**config.mk**
```make
export PLATFORM = sky130hd
export DESIGN_NAME = noc_packetizer
export DESIGN_NICKNAME = d
export VERILOG_FILES = /design/src/rtl/noc_packetizer.sv
export SDC_FILE = /design/constraint.sdc
export NUM_CORES = 1
export LEC_CHECK = 0
export ABC_AREA = 1
export ABC_CLOCK_PERIOD_IN_PS = 2100
export CAP_MARGIN = 20
export CORE_MARGIN = 4
export CORE_UTILIZATION = 31
export DETAILED_ROUTE_END_ITERATION = 8
export GPL_ROUTABILITY_DRIVEN = 0
export PLACE_DENSITY_LB_ADDON = 0.25
export REMOVE_ABC_BUFFERS = 1
export SETUP_SLACK_MARGIN = 0.5
export SYNTH_ARGS = -nofsm -noshare
export SYNTH_HDL_FRONTEND = slang
export SYNTH_SLANG_ARGS = --single-unit
```
**constraint.sdc**
```tcl
create_clock -name clock -period 2.1 [get_ports clock]
set_input_delay 0.42 -clock clock [delete_from_list [all_inputs] [get_ports clock]]
set_output_delay 0.42 -clock clock [all_outputs]
set_load 0.01 [all_outputs]
```
**src/rtl/noc_packetizer.sv**
```systemverilog
// Serialises one coherence message into NoC flits: header, address, then optional line data.
// Optional feature macro: NOC_PACKETIZER_PARITY_EN adds the flit_parity output.
module noc_packetizer #(
  parameter int          CACHE_OFFSET_BITS = 2,
  parameter int          DATA_WIDTH        = 32,
  parameter int          ADDRESS_BITS      = 32,
  parameter int          MSG_BITS          = 4,
  parameter int          ID_BITS           = 3,
  parameter int          SRC_ID            = 0,
  parameter int          FLIT_WIDTH        = 32,
  parameter logic [15:0] DATA_MSG_MASK     = 16'h0000,
  parameter int          CACHE_WIDTH       = DATA_WIDTH << CACHE_OFFSET_BITS
) (
  input  logic                    clock,
  input  logic                    reset,
  input  logic [MSG_BITS-1:0]     msg_in,
  input  logic [ADDRESS_BITS-1:0] address_in,
  input  logic [CACHE_WIDTH-1:0]  data_in,
  input  logic [ID_BITS-1:0]      dest_id_in,
  output logic                    busy,
  output logic [FLIT_WIDTH-1:0]   flit_out,
  output logic                    flit_valid,
  output logic                    flit_head,
  output logic                    flit_tail,
  input  logic                    flit_ready
`ifdef NOC_PACKETIZER_PARITY_EN
  ,
  output logic                    flit_parity
`endif
);

  localparam int WORDS = CACHE_WIDTH / FLIT_WIDTH;
  localparam int CNT_W = (WORDS > 1) ? $clog2(WORDS) : 1;
  localparam int HDR_W = 2 * ID_BITS + MSG_BITS + 4;

  localparam logic [3:0]         LEN_DATA = 4'(WORDS + 1);
  localparam logic [3:0]         LEN_NONE = 4'd1;
  localparam logic [CNT_W-1:0]   LAST_CNT = CNT_W'(WORDS - 1);
  localparam logic [ID_BITS-1:0] SRC_BITS = ID_BITS'(SRC_ID);

  localparam logic [1:0] IDLE = 2'd0;
  localparam logic [1:0] HEAD = 2'd1;
  localparam logic [1:0] ADDR = 2'd2;
  localparam logic [1:0] DATA = 2'd3;

  logic [1:0]              state_reg, state_next;
  logic [CNT_W-1:0]        cnt_reg, cnt_next;
  logic                    has_data_reg, has_data_next;
  logic [ADDRESS_BITS-1:0] address_reg, address_next;
  logic [CACHE_WIDTH-1:0]  data_reg, data_next;
  logic [FLIT_WIDTH-1:0]   flit_next;
  logic                    valid_next, head_next, tail_next;

  logic                    has_data_in;
  logic [3:0]              len_in;
  logic [HDR_W-1:0]        hdr_bits;
  logic [CNT_W-1:0]        cnt_inc;

  // Line data split into flit-sized slices, least-significant slice first.
  logic [FLIT_WIDTH-1:0] slice [WORDS];

  genvar gi;
  generate
    for (gi = 0; gi < WORDS; gi++) begin : g_slice
      assign slice[gi] = data_reg[gi*FLIT_WIDTH +: FLIT_WIDTH];
    end
  endgenerate

  assign has_data_in = DATA_MSG_MASK[msg_in];
  assign len_in      = has_data_in ? LEN_DATA : LEN_NONE;
  assign hdr_bits    = {dest_id_in, SRC_BITS, msg_in, len_in};
  assign cnt_inc     = cnt_reg + CNT_W'(1);
  assign busy        = (state_reg != IDLE);

  always_comb begin
    state_next    = state_reg;
    cnt_next      = cnt_reg;
    has_data_next = has_data_reg;
    address_next  = address_reg;
    data_next     = data_reg;
    flit_next     = flit_out;
    valid_next    = flit_valid;
    head_next     = flit_head;
    tail_next     = flit_tail;

    case (state_reg)
      IDLE: begin
        if (msg_in != '0) begin
          state_next    = HEAD;
          has_data_next = has_data_in;
          address_next  = address_in;
          data_next     = data_in;
          flit_next     = FLIT_WIDTH'(hdr_bits) << (FLIT_WIDTH - HDR_W);
          valid_next    = 1'b1;
          head_next     = 1'b1;
          tail_next     = 1'b0;
        end
      end
      HEAD: begin
        if (flit_ready) begin
          state_next = ADDR;
          flit_next  = FLIT_WIDTH'(address_reg);
          head_next  = 1'b0;
          tail_next  = !has_data_reg;
        end
      end
      ADDR: begin
        if (flit_ready) begin
          if (has_data_reg) begin
            state_next = DATA;
            cnt_next   = '0;
            flit_next  = slice[0];
            tail_next  = (WORDS == 1);
          end else begin
            state_next = IDLE;
            flit_next  = '0;
            valid_next = 1'b0;
            tail_next  = 1'b0;
          end
        end
      end
      default: begin
        if (flit_ready) begin
          if (cnt_reg == LAST_CNT) begin
            state_next = IDLE;
            cnt_next   = '0;
            flit_next  = '0;
            valid_next = 1'b0;
            tail_next  = 1'b0;
          end else begin
            cnt_next  = cnt_inc;
            flit_next = slice[cnt_inc];
            tail_next = (cnt_inc == LAST_CNT);
          end
        end
      end
    endcase
  end

  always_ff @(posedge clock) begin
    if (!reset) begin
      state_reg    <= IDLE;
      cnt_reg      <= '0;
      has_data_reg <= 1'b0;
      address_reg  <= '0;
      data_reg     <= '0;
      flit_out     <= '0;
      flit_valid   <= 1'b0;
      flit_head    <= 1'b0;
      flit_tail    <= 1'b0;
    end else begin
      state_reg    <= state_next;
      cnt_reg      <= cnt_next;
      has_data_reg <= has_data_next;
      address_reg  <= address_next;
      data_reg     <= data_next;
      flit_out     <= flit_next;
      flit_valid   <= valid_next;
      flit_head    <= head_next;
      flit_tail    <= tail_next;
    end
  end

`ifdef NOC_PACKETIZER_PARITY_EN
  // Parity travels with the flit so it is always coherent with flit_out.
  always_ff @(posedge clock) begin
    if (!reset) begin
      flit_parity <= 1'b0;
    end else begin
      flit_parity <= valid_next ? ^{head_next, tail_next, flit_next} : 1'b0;
    end
  end
`endif

endmodule
```
# ---- After elaboration in Yosys (flattened, before gate mapping)
# Memories as Yosys holds them, arrays and structs flattened.
# Cells that the tools add are included.
dict set report totals {
  rom_bits 16
  reg_bits 200
  in_bits 170
  wordCells 77
  memories 1
  out_inout_bits 36
}
dict set report classes {
  magnitude_cmp 2
  n_reduce_logical 15
  bitwise_logic 3
  n_mux 37
  add_sub_neg 1
  eq_ne 9
}
# name words width read_ports rd_clocked_by_memory_dff wr line
set memory_table {}
lappend memory_table {{(name not given)} 16 1 1 0 0 69} ;# assign has_data_in = DATA_MSG_MASK[msg_in];
# operator count
set ops {}
lappend ops {{32-bit two-way mux} 8}
lappend ops {{32-bit case mux with 3 select lines} 1}
lappend ops {{32-bit binary-select mux with 2-bit select} 1}
lappend ops {{2-bit two-way mux} 10}
lappend ops {{1-bit two-way mux} 11}
lappend ops {{2-bit inequality test, second input constant} 5}
lappend ops {{4-bit nonzero test} 2}
lappend ops {{2-bit == test, second input constant} 3}
lappend ops {{1-bit case mux with 3 select lines} 2}
lappend ops {{2-bit case mux with 3 select lines} 1}
lappend ops {{3-bit AND reduction} 2}
lappend ops {{6-bit AND reduction} 1}
lappend ops {{2-bit nonzero test} 3}
lappend ops {{4-bit by 5-bit < comparator with 1-bit output, second input constant} 1}
lappend ops {{5-bit AND reduction} 1}
lappend ops {{2-bit case mux with 2 select lines} 1}
lappend ops {{4-bit AND reduction} 1}
lappend ops {{3-bit >= comparator, second input constant} 1}
lappend ops {{3-bit two-way mux} 1}
lappend ops {{2-bit inverter with 3-bit output} 1}
lappend ops {{3-bit nonzero test} 1}
lappend ops {{2-bit by 1-bit adder with 2-bit output, second input constant} 1}
lappend ops {{2-bit by 1-bit == test with 1-bit output, second input constant} 1}
lappend ops {{2-bit logical NOT} 1}
lappend ops {{5 further kinds} 6}

# ---- Longest topological paths before layout
# Gate-level depths: netlist of the first run.
dict set report logic_depth {
  word_depth 8
  depth_mapped 12
  ltp_nobuf 8
}

# ---- Worst setup path before layout of the first run
# Ideal clock, no wire load.
dict set report synth_timing {
  path_type {register -> register}
  startpoint {register cnt_reg[0]}
  endpoint {register flit_out[8]}
  t_arrival_ps 1871
  path_stages_with_launch 13
  path_slack_ps 112
  required_time_ps 1983
  setup_time_ps 117
  period_less_slack_ps 1988
  path_buffers 4
  path_cell_list {dfxtp_1 > inv_1 > buf_2 > buf_1 > ha_1 > clkbuf_1 > inv_1 > buf_2 > nand2_1 > a21oi_1 > nor2_1 > nor2_1 > nor2_1}
}
dict set report synth_via {
  elab_chain_cells 8
  word_cells_on_any_way 9
  cone_classes {add/sub (1); eq/ne (1); mux (6); bitwise (1)}
}
# item line
set synth_rtl {}
lappend synth_rtl {{start, declared} 47} ;# logic [CNT_W-1:0] cnt_reg, cnt_next;
lappend synth_rtl {{start signal, assigned} 153} ;# cnt_reg <= cnt_next;
lappend synth_rtl {{2-bit by 1-bit adder with 2-bit output} 72} ;# assign cnt_inc = cnt_reg + CNT_W'(1);
lappend synth_rtl {{2-bit inverter with 3-bit output (not written as such)} 132} ;# flit_next = slice[cnt_inc];
lappend synth_rtl {{32-bit binary-select mux with 2-bit select} 132}
lappend synth_rtl {{32-bit two-way mux (not written as such) (2 in a row)} 132}
lappend synth_rtl {{32-bit two-way mux *} 124} ;# if (cnt_reg == LAST_CNT) begin
lappend synth_rtl {{32-bit two-way mux *} 123} ;# if (flit_ready) begin
lappend synth_rtl {{32-bit case mux with 3 select lines *} 86} ;# case (state_reg)
lappend synth_rtl {{end signal, assigned} 157} ;# flit_out <= flit_next;
lappend synth_rtl {{end, declared} 21} ;# output logic [FLIT_WIDTH-1:0] flit_out,
# Mark *: on every way between the ends. The rest lies on a longest branch, timed or not. The select of a mux whose other input is x is not followed.
# A chain may end at the register's enable or synchronous reset.

# ---- Final worst setup path of the first run
dict set report layout_timing {
  startpoint {input msg_in[3]}
  endpoint {register flit_out[27]}
}
dict set report layout_via {
  elab_chain_cells 3
}
# item line
set layout_rtl {}
lappend layout_rtl {{start, declared} 16} ;# input logic [MSG_BITS-1:0] msg_in,
lappend layout_rtl {{4-bit nonzero test} 88} ;# if (msg_in != '0) begin
lappend layout_rtl {{2-bit inequality test (no source line)} -}
lappend layout_rtl {{4-bit AND reduction (no source line)} -}
# No other way between the ends.

==> impl_results.md, run 1 <==
* Status: finished clean
* Post-synth top area share at between 40% and 50%
* Critical path's largest stage delay at 0.54 ns
* CTS max path bufs at 2
* Detail Route Antenna Nets at 0
* Final design utilization at 42.2%
* Crit path time final at 1.54 ns
* Worst setup SP type: input pin
* Crit path buf inv count at 2
* Pin count of the biggest net entering global routing at 90
* R2R cell count at 9
* Detailed Place HPWL at 16900 um
* CP most frequent cell: nor2_1
* First-pass GRT wire length at 44000 um
* RR Endpoint: flit_out[26]$_SDFFE_PN0P_
* IO Pins at 206
* Placed cell area at about 11000 um2
* Overall Power at 9430 uW
* RSZ-0062 raised after global routing: yes
* Fin. Hold Viols at 0
* Initial antenna violation count at 1
* CTS tree: done
* Port Buffers at 205
* Beginning of the worst hold path: reset
* P&R area growth vs syn at 33.8%
* Sink Count at 199
* Die area at slightly above 30000 um2
* Setup Viol. Count Final at 0
* Initial Utilization at 31.5%
* Yosys Warn Count at 0
* Final period util at 73.1%
* Total Routing Usage GR at 17.5%
* Clock root buffer: clkbuf_16
* DIE HEIGHT at about 180 um
* Crit path cell chain: clkdlybuf4s50_1 > nor2_4 > nand2_4 > nand2_8 > nand2_2 > buf_12 > nand2_1 > nor2_1 > nor2_1
* #FFs+latches synth at ~200
* Hold_ws at roughly 0.42 ns
* Setup CP Type: input pin to register
* Max reg flops at 128
* Hold Crit Class: input pin to register
* Clock transition at path regs at 0.08 ns
* WL final at 27700 um
* LEAKAGE at 0.00482 uW
* Met3 GRT Util at between 3 and 4%
* Largest cells by area after synthesis: dfxtp_1 (45%), nand2_1 (16%), a21oi_1 (12%), nand3_1 (10%), nor2_1 (3.3%)
* CORE AREA at 27900 um2
* Netlist cell types at 23
* Arr. time, crit path at 1.86 ns
* Peak VDD IR at 0.422 mV
* Slew HR at between 60% and 70%
* Via density at 4.78
* Residual DRC at 0
* WL per Instance at 15.4 um
* CP Capture Type: register
* Synthesized area at between 8000 and 9000 um2
* DR pass1 iterations at 5
* Synthesized instance count at 1268
* Die W at 176 um
* CTS Buf Count at 17
* M1 GR Usage at 24.2%
* Max Clock Skew at 0.00987 ns
* Max FO, Critical Path at 37
* Number of DRC markers in iteration 0 at 540
* Vias post-DR at 8622
* Busiest grt layer: met2
* Pwr Density at 802 nW/um2
* Sequential-to-total area share from yosys stat at a little under half
* Hold Path End: address_reg[25]$_SDFFE_PN0P_
* Fraction of layout cells with a size suffix above 1 at 5.61%
* Reg2reg setup slack at 0.58 ns
* Maxcap violations at 0
* Hold Path Depth at 3
* Slowest library cell on the worst path: clkdlybuf4s50_1
* Rows at 61
* R2r startpoint: cnt_reg[0]$_SDFFE_PN0P_
* Grt ovf at 0
* Syn_area_per_cell at just under 7 um2
* Worst EP required at 2.42 ns
* Top Family by Delay on Critical Path: buffers and inverters
* Slew Limit Fails at 0
* Worst skew pair latency at 0.43 ns
* Fin nets at 1586
* Area leader, netlist: dfxtp_1
* Worst slew pin tran at between 0.5 and 0.6 ns
* H-tree Lvls at 4
* Achievable Freq at 651 MHz
* Final instance area at 11700 um2
* Hold_buf cts at 0
* Vias in the first global route at 8273
* Met2 Use GR at 28.0%
## layout by cell type (no fill, tap or decap), types with 18 or more instances in the layout
| cell | Yosys | layout |
|---|---|---|
| nand2_1 | 384 | 384 |
| a21oi_1 | 206 | 205 |
| dfxtp_1 | 199 | 196 |
| nand3_1 | 182 | 182 |
| clkdlybuf4s50_1 | 0 | 168 |
| nor2_1 | 78 | 76 |
| inv_1 | 42 | 39 |
| dlygate4sd2_1 | 0 | 35 |
| o21ai_0 | 34 | 34 |
| o21ai_1 | 22 | 22 |
| clkbuf_16 | 0 | 18 |
## metal layers
| metal | share of wire, % | vias to the layer above |
|---|---|---|
| met5 | 0 | - |
| met4 | 1.2 | 0 |
| met3 | 6.3 | 19 |
| met2 | 46 | 242 |
| met1 | 47 | 3921 |
| li1 | - | 4440 |
## tightest hold or removal path, stage by stage
cell     delay [ns]
buf_2          0.13
inv_4          0.12
a21oi_1        0.13
## power by group
group	switching [uW]	internal (uW)
sequential	178	4160
combinational	1080	892
clock	1560	1550
total	2820	6600
## layout make-up
cell class / instances / area (um2)
Clock buffer: 18 / 429
Inverter: 44 / 170
Timing Repair Buffer: 234 / 2450
Antenna cell: 1 / 2.50
Sequential cell: 199 / 3990
Multi-Input combinational cell: 918 / 4120
Tap cell: 378 / 473
Fill cell: 2903 / 16100
Clock inverter: 12 / 118
## cells by family (layout without fill, tap and decap cells)
family | Yosys count | after routing | share of synthesized area (%)
flip-flops | 199 | 199 | 45.4
AND/OR/NAND/NOR | 653 | 653 | 31.1
AO/OA/AOI/OAI | 263 | 263 | 15.0
buffers and inverters | 151 | 308 | 8.21
adder cells (fa/ha/maj) | 2 | 2 | 0.285
other | 0 | 1 | 0
## how the worst max path moves through the flow
stage	from	end	depth (start not counted)
after floorplan	cnt_reg[0]$_SDFFE_PN0P_	flit_out[11]$_SDFFE_PN0P_	8
after global routing	cnt_reg[0]$_SDFFE_PN0P_	flit_out[21]$_SDFFE_PN0P_	9
final	msg_in[3]	flit_out[27]$_SDFFE_PN0P_	9
after global placement	msg_in[3]	flit_out[11]$_SDFFE_PN0P_	8
after CTS	state_reg[0]$_SDFFE_PN0P_	busy	3
after detailed placement	msg_in[3]	flit_out[22]$_SDFFE_PN0P_	8
## cell usage after synthesis
| cell type | n |
|---|---|
| ha_1 | 2 |
| nand2_4 | 2 |
| nand4_1 | 1 |
| a21oi_1 | 206 |
| nor2_1 | 78 |
| buf_6 | 5 |
| nand2_2 | 3 |
| clkbuf_1 | 41 |
| nor2_2 | 1 |
| buf_4 | 18 |
| dfxtp_1 | 199 |
| buf_1 | 6 |
| o21ai_0 | 34 |
| nand2_1 | 384 |
| nand3_1 | 182 |
| o21a_1 | 1 |
| inv_1 | 42 |
| nor2_4 | 1 |
| o21ai_1 | 22 |
| nor2_8 | 1 |
| inv_2 | 1 |
| inv_4 | 1 |
| buf_2 | 37 |
## metrics by stage
stage               instances  setup TNS, ns  setup WS [ns]
floorplan                1161        -290.26          -2.38
global placement         1770              0          0.116
detailed placement       1770              0         0.0765
CTS                      1801              0          0.416
global route             1804              0          0.486
finish                   1804              0          0.565
## what timing repair did
action,CTS,global route
buffers inserted,1,1
endpoints found under the setup margin,65,93
gates cloned,0,1
resized for setup,43,20
pin swaps,1,2
No activity file was read; power rests on OpenSTA's default activity.
==> run 2: changes to the inputs <==
--- a/config.mk
+++ b/config.mk
@@ -6,7 +6,7 @@
 export NUM_CORES = 1
 export LEC_CHECK = 0
 export ABC_AREA = 1
-export ABC_CLOCK_PERIOD_IN_PS = 2100
+export ABC_CLOCK_PERIOD_IN_PS = 1460
 export CAP_MARGIN = 20
 export CORE_MARGIN = 4
 export CORE_UTILIZATION = 31
==> constraint.sdc (replaced) <==
create_clock -name clock -period 1.46 [get_ports clock]
set_input_delay 0.292 -clock clock [delete_from_list [all_inputs] [get_ports clock]]
set_output_delay 0.292 -clock clock [all_outputs]
set_load 0.01 [all_outputs]
==> impl_results.md, run 2 (same netlist as run 1, synthesis figures left out) <==
* Status: finished clean (unchanged)
* Detail Route Antenna Nets at 0 (unchanged)
* Pin count of the biggest net entering global routing at 109 (was 90)
* Pwr Density at 1130 nW/um2 (was 802 nW/um2)
* Arr. time, crit path at 1.77 ns (was 1.86 ns)
* CTS max path bufs at 2 (unchanged)
* CTS tree: done (unchanged)
* Critical path's largest stage delay at 0.37 ns (was 0.54 ns)
* Non-Filler Instances at 1870 (was 1804)
* Slew Limit Fails at 0 (unchanged)
* IO Pins at 206 (unchanged)
* Overall Power at 15200 uW (was 9430 uW)
* DR pass1 iterations at 5 (unchanged)
* WL per Instance at 17.8 um (was 15.4 um)
* Worst slew pin tran at 0.304 ns (was 0.532 ns)
* First-pass GRT wire length at 46500 um (was 44000 um)
* Initial antenna violation count at 2 (was 1)
* Sink Count at 199 (unchanged)
* Placed insts at 1795 (was 1770)
* Worst setup SP type: register (was input pin)
* Maxcap violations at 0 (unchanged)
* RSZ-0062 raised after global routing: yes (unchanged)
* Slew HR at 79.7% (was 64.5%)
* Multi-input gate area at 4550 um2 (was 4120 um2)
* Setup_tns at 0 ns (unchanged)
* WL final at 33300 um (was 27700 um)
* Setup Viol. Count Final at 0 (unchanged)
* Port Buffers at 205 (unchanged)
* Detailed Place HPWL at 18400 um (was 16900 um)
* DIE HEIGHT at 176 um (unchanged)
* Crit path cell chain: nor2_8 > buf_8 > buf_12 > nand2_8 > nand2_8 > buf_12 > nand2_1 > nor2_1 > nor2_1 (was clkdlybuf4s50_1 > nor2_4 > nand2_4 > nand2_8 > nand2_2 > buf_12 > nand2_1 > nor2_1 > nor2_1)
* Total Routing Usage GR at 18.7% (was 17.5%)
* Hold_ws at 0.166 ns (was 0.417 ns)
* Crit path buf inv count at 3 (was 2)
* Number of DRC markers in iteration 0 at 614 (was 540)
* Peak VDD IR at 0.750 mV (was 0.422 mV)
* Final period util at 97.4%
* CP Capture Type: register (unchanged)
* Fraction of layout cells with a size suffix above 1 at 20.8% (was 5.61%)
* Slowest library cell on the worst path: dfxtp_4 (was clkdlybuf4s50_1)
* Commonest cells after routing, fill and taps aside: nand2_1 (352), nand3_1 (179), clkdlybuf4s50_1 (168) (was nand2_1 (384), a21oi_1 (205), dfxtp_1 (196))
* Clock transition at path regs at 0.08 ns (about the same)
* Initial Utilization at 31.5% (unchanged)
* Fin. Hold Viols at 0 (unchanged)
* Hold Crit Class: input pin to register (unchanged)
* Max FO, Critical Path at 24 (was 37)
* CORE AREA at 27900 um2 (unchanged)
* Residual DRC at 0 (unchanged)
* Vias post-DR at 9149 (was 8622)
* LEAKAGE at 0.00553 uW (was 0.00482 uW)
* P&R area growth vs syn at 53.2% (was 33.8%)
* CTS Buf Count at 17 (unchanged)
* Setup CP Type: register to register (was input pin to register)
* Vias in the first global route at 8598 (was 8273)
* Max Clock Skew at 0.0163 ns (was 0.00987 ns)
* Die W at 176 um (unchanged)
* Fin nets at 1650 (was 1586)
* Top Family by Delay on Critical Path: simple AND/OR/NAND/NOR gates (was buffers and inverters)
* Worst skew pair latency at 0.44 ns (was 0.43 ns)
* Most common cell after layout, fill and taps aside: nand2_1 (unchanged)
* Clock root buffer: clkbuf_16 (unchanged)
* Achievable Freq at 703 MHz
* Die area at 31100 um2 (unchanged)
* Max reg flops at 128 (unchanged)
* Hold_buf cts at 0 (unchanged)
* Worst EP required at 1.80 ns (was 2.42 ns)
* Rows at 61 (unchanged)
* Register area at 4040 um2 (was 3990 um2)
* H-tree Lvls at 4 (unchanged)
* Via density at 4.89 (was 4.78)
* Grt ovf at 0 (unchanged)
* Crit path time final at between 1 and 1.5 ns
* # fillers at 2796 (was 2903)
[run 2: per-layer routing]
layer	vias to the layer above	track usage, %	share of wire [%]	routed length (um)
li1	4562	-	-	-
met4	2	4.00	1.1	382
met2	285	30.4	47	15600
met1	4276	26.0	46	15300
met5	-	0	0.039	13
met3	24	3.34	6.0	2010
[run 2: metrics by stage]
stage	utilization (%)	cell area [um2]	setup slack, ns
3_5_place_dp	40.9	11400	-0.382
5_1_grt	48.3	13400	-0.0424
2_1_floorplan	-	8230	-3.02
4_1_cts	44.9	12500	0.0296
6_report	48.3	13400	0.0375
3_3_place_gp	40.9	11400	-0.394
[run 2: worst paths after layout]
check	startpoint	to	slack, ns	cells after the start
setup / recovery	state_reg[1]$_SDFFE_PN0P_	flit_out[10]$_SDFFE_PN0P_	0.04	9
hold / removal	reset	flit_out[10]$_SDFFE_PN0P_	0.17	3
setup reg to reg	state_reg[1]$_SDFFE_PN0P_	flit_out[10]$_SDFFE_PN0P_	0.04	9
hold reg to reg	data_reg[25]$_SDFFE_PN0P_	data_reg[25]$_SDFFE_PN0P_	0.45	2
[run 2: report_power, final]
group	leakage [uW]	internal, uW	switching [uW]
Clock	0.000288	2510	2340
Combinational	0.00359	2010	2040
Sequential	0.00166	6000	316
Total	0.00553	10500	4700
[run 2: repair_timing]
action / 4_1_cts / 5_1_grt
pin swaps: 9 / 23
setup buffers: 9 / 9
gates cloned: 6 / 18
gates resized for setup: 273 / 142
endpoints found under the setup margin: 235 / 235
[run 2: worst reg2reg max path: stages, from the launching register on]
cell	delay (ns)
dfxtp_4	0.37
nor2_8	0.13
buf_8	0.12
buf_12	0.10
nand2_8	0.08
nand2_8	0.11
buf_12	0.18
nand2_1	0.07
nor2_1	0.12
nor2_1	0.05
[run 2: cell type report]
type / count / share of cell area (%)
Timing Repair Buffer: 298 / 26.9
Clock buffer: 20 / 3.40
Tap cell: 378 / 3.52
Antenna cell: 1 / 0.0186
Multi-Input combinational cell: 918 / 33.8
Inverter: 44 / 1.32
Clock inverter: 12 / 1.01
Sequential cell: 199 / 30.0
